## src/rtl/xcr_vic.sv

```systemverilog
// xcr_vic: vectored interrupt/exception controller for the XCR register space.
// Fixed priority (exceptions over interrupts, highest index first) with an ack/EOI service handshake.
//
// state | meaning
// IDLE  | no request presented; arbitrates pending bits when GIE=1
// PEND  | INT raised with a frozen vector, waiting for int_ack
// SVC   | event acknowledged, in service until an EOI write
module xcr_vic #(
  parameter int N_INT = 16,
  parameter int N_XCP = 8
) (
  input  logic             clk,
  input  logic             rst,
  input  logic [N_INT-1:0] INT_ARR,
  input  logic [N_XCP-1:0] XCP_ARR,
  input  logic             int_ack,
  output logic             INT,
  output logic [23:0]      IVEC_ADDR,
  output logic             in_service,
  input  logic [7:0]       cr_din,
  output logic [7:0]       cr_dout,
  input  logic [4:0]       cr_adr,
  input  logic             cr_we,
  input  logic             cr_cs
);

  localparam logic [4:0] A_INTC  = 5'h00;
  localparam logic [4:0] A_MCAUS = 5'h01;
  localparam logic [4:0] A_IVT0  = 5'h02;
  localparam logic [4:0] A_IVT1  = 5'h03;
  localparam logic [4:0] A_IVT2  = 5'h04;
  localparam logic [4:0] A_EOI   = 5'h05;
  localparam logic [4:0] A_INTE  = 5'h08;
  localparam logic [4:0] A_INTP  = 5'h0C;
  localparam logic [4:0] A_EDGE  = 5'h10;
  localparam logic [4:0] A_XCPP  = 5'h14;

  typedef enum logic [1:0] {IDLE, PEND, SVC} state_t;

  state_t           state;
  logic             wr;
  logic             gie;
  logic             gie_nxt;
  logic [1:0]       ivesiz;
  logic [7:0]       mcaus;
  logic [23:0]      ivt;
  logic [N_INT-1:0] inte;
  logic [N_INT-1:0] inte_nxt;
  logic [N_INT-1:0] edge_md;
  logic [N_INT-1:0] edge_nxt;
  logic [N_INT-1:0] intp;
  logic [N_INT-1:0] intp_nxt;
  logic [N_INT-1:0] prev;
  logic [N_INT-1:0] cur;
  logic [N_INT-1:0] w1c_int;
  logic [N_INT-1:0] ack_int;
  logic [N_XCP-1:0] xcpp;
  logic [N_XCP-1:0] xcpp_nxt;
  logic [N_XCP-1:0] w1c_xcp;
  logic [N_XCP-1:0] ack_xcp;
  logic             ack;
  logic             eoi_wr;
  logic             sel_valid;
  logic             sel_pend_nxt;
  logic [6:0]       sel_code;
  logic [6:0]       lat_code;
  logic [2:0]       shamt;
  logic [23:0]      vec_addr;

  assign wr = cr_cs & cr_we;

  // next-state of the configuration and pending registers; a set always beats a clear
  always_comb begin
    ack      = (state == PEND) && int_ack;
    eoi_wr   = wr && (cr_adr == A_EOI);
    gie_nxt  = (wr && cr_adr == A_INTC) ? cr_din[7] : gie;
    cur      = INT_ARR & inte;
    inte_nxt = inte;
    edge_nxt = edge_md;
    intp_nxt = intp;
    w1c_int  = '0;
    ack_int  = '0;
    for (int i = 0; i < N_INT; i++) begin
      if (wr && cr_adr == 5'(A_INTE + i / 8)) inte_nxt[i] = cr_din[i % 8];
      if (wr && cr_adr == 5'(A_EDGE + i / 8)) edge_nxt[i] = cr_din[i % 8];
      w1c_int[i] = wr && (cr_adr == 5'(A_INTP + i / 8)) && cr_din[i % 8];
      ack_int[i] = ack && lat_code[6] && (lat_code[5:0] == 6'(i));
      if (edge_md[i])
        intp_nxt[i] = (intp[i] & ~(w1c_int[i] | ack_int[i])) | (cur[i] & ~prev[i]);
      else
        intp_nxt[i] = cur[i];
    end
    xcpp_nxt = xcpp;
    w1c_xcp  = '0;
    ack_xcp  = '0;
    for (int j = 0; j < N_XCP; j++) begin
      w1c_xcp[j]  = wr && (cr_adr == A_XCPP) && cr_din[j];
      ack_xcp[j]  = ack && !lat_code[6] && (lat_code[5:0] == 6'(j));
      xcpp_nxt[j] = (xcpp[j] & ~(w1c_xcp[j] | ack_xcp[j])) | XCP_ARR[j];
    end
  end

  // exceptions are scanned last so any of them overrides every interrupt
  always_comb begin
    sel_valid = 1'b0;
    sel_code  = '0;
    for (int i = 0; i < N_INT; i++) begin
      if (intp[i]) begin
        sel_valid = 1'b1;
        sel_code  = {1'b1, 6'(i)};
      end
    end
    for (int j = 0; j < N_XCP; j++) begin
      if (xcpp[j]) begin
        sel_valid = 1'b1;
        sel_code  = {1'b0, 6'(j)};
      end
    end
    shamt    = {1'b0, ivesiz} + 3'd2;
    vec_addr = ivt + ({17'b0, sel_code} << shamt);
  end

  always_comb begin
    sel_pend_nxt = 1'b0;
    for (int i = 0; i < N_INT; i++)
      if (lat_code[6] && lat_code[5:0] == 6'(i)) sel_pend_nxt = intp_nxt[i];
    for (int j = 0; j < N_XCP; j++)
      if (!lat_code[6] && lat_code[5:0] == 6'(j)) sel_pend_nxt = xcpp_nxt[j];
  end

  always_ff @(posedge clk or posedge rst) begin
    if (rst) begin
      gie     <= 1'b0;
      ivesiz  <= '0;
      ivt     <= '0;
      inte    <= '0;
      edge_md <= '0;
      intp    <= '0;
      prev    <= '0;
      xcpp    <= '0;
    end else begin
      gie <= gie_nxt;
      if (wr && cr_adr == A_INTC) ivesiz <= cr_din[1:0];
      if (wr && cr_adr == A_IVT0) ivt[7:0]   <= cr_din;
      if (wr && cr_adr == A_IVT1) ivt[15:8]  <= cr_din;
      if (wr && cr_adr == A_IVT2) ivt[23:16] <= cr_din;
      inte    <= inte_nxt;
      edge_md <= edge_nxt;
      intp    <= intp_nxt;
      prev    <= cur;
      xcpp    <= xcpp_nxt;
    end
  end

  always_ff @(posedge clk or posedge rst) begin
    if (rst) begin
      state      <= IDLE;
      INT        <= 1'b0;
      IVEC_ADDR  <= '0;
      in_service <= 1'b0;
      mcaus      <= '0;
      lat_code   <= '0;
    end else begin
      case (state)
        IDLE: begin
          if (gie && sel_valid) begin
            state     <= PEND;
            INT       <= 1'b1;
            IVEC_ADDR <= vec_addr;
            lat_code  <= sel_code;
          end
        end
        PEND: begin
          if (int_ack) begin
            state      <= SVC;
            INT        <= 1'b0;
            in_service <= 1'b1;
            mcaus      <= {1'b0, lat_code};
          end else if (!gie_nxt || !sel_pend_nxt) begin
            state <= IDLE;
            INT   <= 1'b0;
          end
        end
        SVC: begin
          if (eoi_wr) begin
            state      <= IDLE;
            in_service <= 1'b0;
          end
        end
        default: begin
          state      <= IDLE;
          INT        <= 1'b0;
          in_service <= 1'b0;
        end
      endcase
    end
  end

  always_comb begin
    cr_dout = '0;
    case (cr_adr)
      A_INTC:  cr_dout = {gie, 5'b0, ivesiz};
      A_MCAUS: cr_dout = mcaus;
      A_IVT0:  cr_dout = ivt[7:0];
      A_IVT1:  cr_dout = ivt[15:8];
      A_IVT2:  cr_dout = ivt[23:16];
      default: cr_dout = '0;
    endcase
    for (int i = 0; i < N_INT; i++) begin
      if (cr_adr == 5'(A_INTE + i / 8)) cr_dout[i % 8] = inte[i];
      if (cr_adr == 5'(A_INTP + i / 8)) cr_dout[i % 8] = intp[i];
      if (cr_adr == 5'(A_EDGE + i / 8)) cr_dout[i % 8] = edge_md[i];
    end
    for (int j = 0; j < N_XCP; j++)
      if (cr_adr == A_XCPP) cr_dout[j] = xcpp[j];
  end

endmodule

```

## config.mk

```make
export PLATFORM = sky130hd
export DESIGN_NAME = xcr_vic
export DESIGN_NICKNAME = d
export VERILOG_FILES = /design/src/rtl/xcr_vic.sv
export SDC_FILE = /design/constraint.sdc
export NUM_CORES = 1
export LEC_CHECK = 0
export BUFFER_PORTS_ARGS = -buffer_cell sky130_fd_sc_hd__buf_2
export CAP_MARGIN = 10
export CORE_MARGIN = 2
export CORE_UTILIZATION = 40
export CTS_BUF_LIST = sky130_fd_sc_hd__clkbuf_8
export DETAILED_ROUTE_END_ITERATION = 10
export GPL_TIMING_DRIVEN = 0
export SLEW_MARGIN = 20
export SYNTH_ARGS = -nofsm -noshare
export SYNTH_HDL_FRONTEND = slang
export SYNTH_SLANG_ARGS = --single-unit
```

## constraint.sdc

```tcl
create_clock -name clk -period 11.5 [get_ports clk]
set_input_delay 2.3 -clock clk [delete_from_list [all_inputs] [get_ports clk]]
set_output_delay 2.3 -clock clk [all_outputs]
set_load 0.05 [all_outputs]
```

==> flow_metrics.py <==
metrics = {
    "status": {
        "outcome": "completed",
    },
    "placement": {
        "dpl_cell_area_um2": 8620,
        "gp_congestion": 0.968,
        "io_buffers": 68,
        "place_hpwl_um": 18900,
    },
    "routing": {
        "wl_per_cell_um": 21.5,
        "ant_nets": 0,
        "first_iter_violations": 747,
        "vias": 6938,
        "dr.pass1.iters": 6,
        "vias_per_cell": 5.84,
        "routed_wl_um": 25600,
        "drc": 0,
    },
    "worst_setup_path": {
        "crit_path_start_kind": "input port",
        "critPathKind": "in2out",
        "endpoint_kind": "output pin",
        "critPathArrivalTime_ns": 4.59,
        "slowest_stage": "nor3b_4",
        "cp_max_fo": 10,
        "crit_required_ns": 9.20,
        "rr_worst_depth": 16,
        "path_cells": "buf_2 > nor3b_4 > and3_1 > clkbuf_1 > a222oi_1 > o2111ai_1 > o21ai_0 > o21ai_0 > buf_2",
        "slowest_delay_ns": 0.61,
    },
    "final_layout": {
        "syn_to_final_growth_pct": 15.0,
        "final_net_count": 967,
        "antenna_cells": 0,
        "fillCellCount": 1941,
        "drive_above_1_share_pct": 22.2,
        "final_cell_area_um2": 9080,
    },
    "clock_network": {
        "ctsHoldBuffers": 0,
        "clock_latency_ns": 0.46,
        "h-tree-depth": 4,
        "clock-sinks": 137,
        "root_buffer": "clkbuf_8",
        "clockBufferDepth": 2,
        "cts.clk_slew.worst_paths_ns": 0.09,
        "cts_buffers": 17,
        "cts_tree": "yes",
        "ctsResizeCount": 0,
        "post_cts_buffers": 0,
    },
    "timing": {
        "fmax_mhz": 145,
        "slew_viol_final": 0,
        "whs_ns": 0.474,
        "setup_viol": 0,
        "min_period_over_period_pct": 59.9,
        "fin_skew_ns": 0.0137,
        "relSlewSlack_pct": 38.5,
        "setup_tns_ns": 0,
        "period_minus_slack_ns": 6.89,
        "worst_pin_slew_ns": 0.922,
        "hold_viol": 0,
        "rsz0062_at_grt": "no",
    },
    "grt": {
        "grt-ovfl-total": 0,
        "grt_pass1_vias": 6451,
        "grt_max_degree": 71,
        "antenna_found_initial": 0,
        "gr-usage-all-layers_pct": 25.1,
        "grt_pass1_wl_um": 38600,
    },
    "logic_synthesis": {
        "synth_edf_count": 0,
        "yosys-top-cells-count": "137 x dfrtp_1, 101 x nand2_1, 71 x mux2_2, 52 x nor2_1, 38 x o21ai_0",
        "synth_top_cell_area_share_pct": 43.4,
        "yosysSeqAreaShare_pct": 43.4,
        "ys_seq_elements": 137,
        "synth-async-reset-ratio_pct": 100,
        "synth.cell_area_um2": 7900,
        "synth_top_cell_by_area": "dfrtp_1",
        "synthCells": 818,
        "yosys.cell_types.count": 77,
        "synth.area.top_cells": "dfrtp_1 43%, mux2_2 10%, nand2_1 4.8%",
        "synth.avg_cell_area_um2": 9.65,
        "ys.flop_type": "dfrtp_1",
        "ys.warnings.count": 0,
        "synth.most_common_cell": "dfrtp_1",
    },
    "floorplanning": {
        "die_h_um": 144,
        "dieArea_um2": 20900,
        "io_pins": 76,
        "num_rows": 51,
        "die_w_um": 144,
        "initial_utilization_pct": 40.7,
        "core_area_um2": 19400,
    },
    "pwr": {
        "p_leak_uw": 0.00405,
        "power_density_nw_per_um2": 184,
        "ir_drop_uv": 93.7,
    },
    "flow_run": {
        "maxCapViolations": 0,
    },
    "min_path": {
        "hold_depth": 2,
        "hold_class": "reg2reg",
    },
}
registers in the layout, summed over array words and instances (netlist names):
| signal | cells |
|---|---|
| IVEC_ADDR | 24 |
| in_service | 1 |
| INT | 1 |
| xcpp | 8 |
| state | 2 |
| ivesiz | 2 |
| ivt | 24 |
| prev | 16 |
| edge_md | 16 |
| intp | 16 |
| gie | 1 |
| inte | 16 |
| lat_code | 5 |
| mcaus | 5 |
logic make-up (layout without fill, tap and decap cells):
family                     after synthesis  count (layout)  share of synthesized area, %
AOI/OAI and AO/OA                      211             211                          18.5
xor gates and xnor gates                22              22                          2.44
adders and majority gates               15              15                          2.47
buffers and inverters                   64             165                          3.41
DFF                                    137             137                          43.4
muxes                                   76              76                          10.9
other                                    1               5                        0.0475
and+or+nand+nor                        292             292                          18.7
per-stage QoR:
stage,setup WS (ns),power (uW),std cells,utilization [%]
final,4.61,1670,1188,46.8
after global routing,4.44,1750,1188,46.8
after CTS,4.67,1670,1188,46.8
after detailed placement,4.68,1210,1156,44.4
after global placement,3.77,1200,1155,44.2
after floorplan,4.71,1040,822,-
routing by layer:
layer / wire length [um] / global-route usage, % / up-vias
met3: 2120 / 5.40 / 34
met4: 597 / 8.23 / 0
met1: 11500 / 36.6 / 3396
met5: 0 / 0 / -
met2: 11400 / 37.1 / 316
li1: - / - / 3192
power by group:
part / internal, uW / total, uW / switching (uW)
clock: 257 / 466 / 210
sequential: 573 / 649 / 75.4
combinational: 163 / 557 / 394
final timing paths:
path | endpoint | slack, ns | startpoint
max reg2reg | IVEC_ADDR[23]$_DFFE_PP0P_ | 6.92 | intp[4]$_DFF_PP0_
min in group asynchronous | ivt[22]$_DFFE_PP0P_ | 1.88 | rst
max | cr_dout[1] | 4.61 | cr_adr[0]
min | IVEC_ADDR[3]$_DFFE_PP0P_ | 0.47 | IVEC_ADDR[3]$_DFFE_PP0P_
max in group asynchronous | prev[11]$_DFF_PP0_ | 8.90 | rst
min reg2reg | IVEC_ADDR[3]$_DFFE_PP0P_ | 0.47 | IVEC_ADDR[3]$_DFFE_PP0P_
area by class of cell:
class                   count  area, um^2  share of cell area, %
plain buffers              43         190                   2.10
clock buffers              20         275                   3.03
clock inverters            12         185                   2.04
inverters                  21        86.3                  0.951
multi-input cells         621        4210                   46.4
flip-flops and latches    137        3430                   37.8
well taps                 265         332                   3.65
repair buffers             69         368                   4.05
cell usage in the layout, fill, tap and decap left out, types with 11 or more instances in the layout:
cell type / count
o21ai_0: 38
a31oi_1: 13
nand2_1: 101
xor2_1: 14
a22oi_1: 18
ha_1: 14
nor3_1: 11
clkbuf_8: 20
nand3_1: 30
mux2_2: 71
o21ai_1: 11
nand4_1: 11
inv_1: 19
and2_1: 26
a21oi_1: 36
nor2_1: 52
dfrtp_1: 137
buf_2: 73
clkbuf_1: 33
worst max-delay path: cells and delay by family:
kind	cells	cell delay, ns
buf+inv	3	0.80
simple gates	2	0.85
compound gates	4	0.62
(Power assumes the default switching activity.)
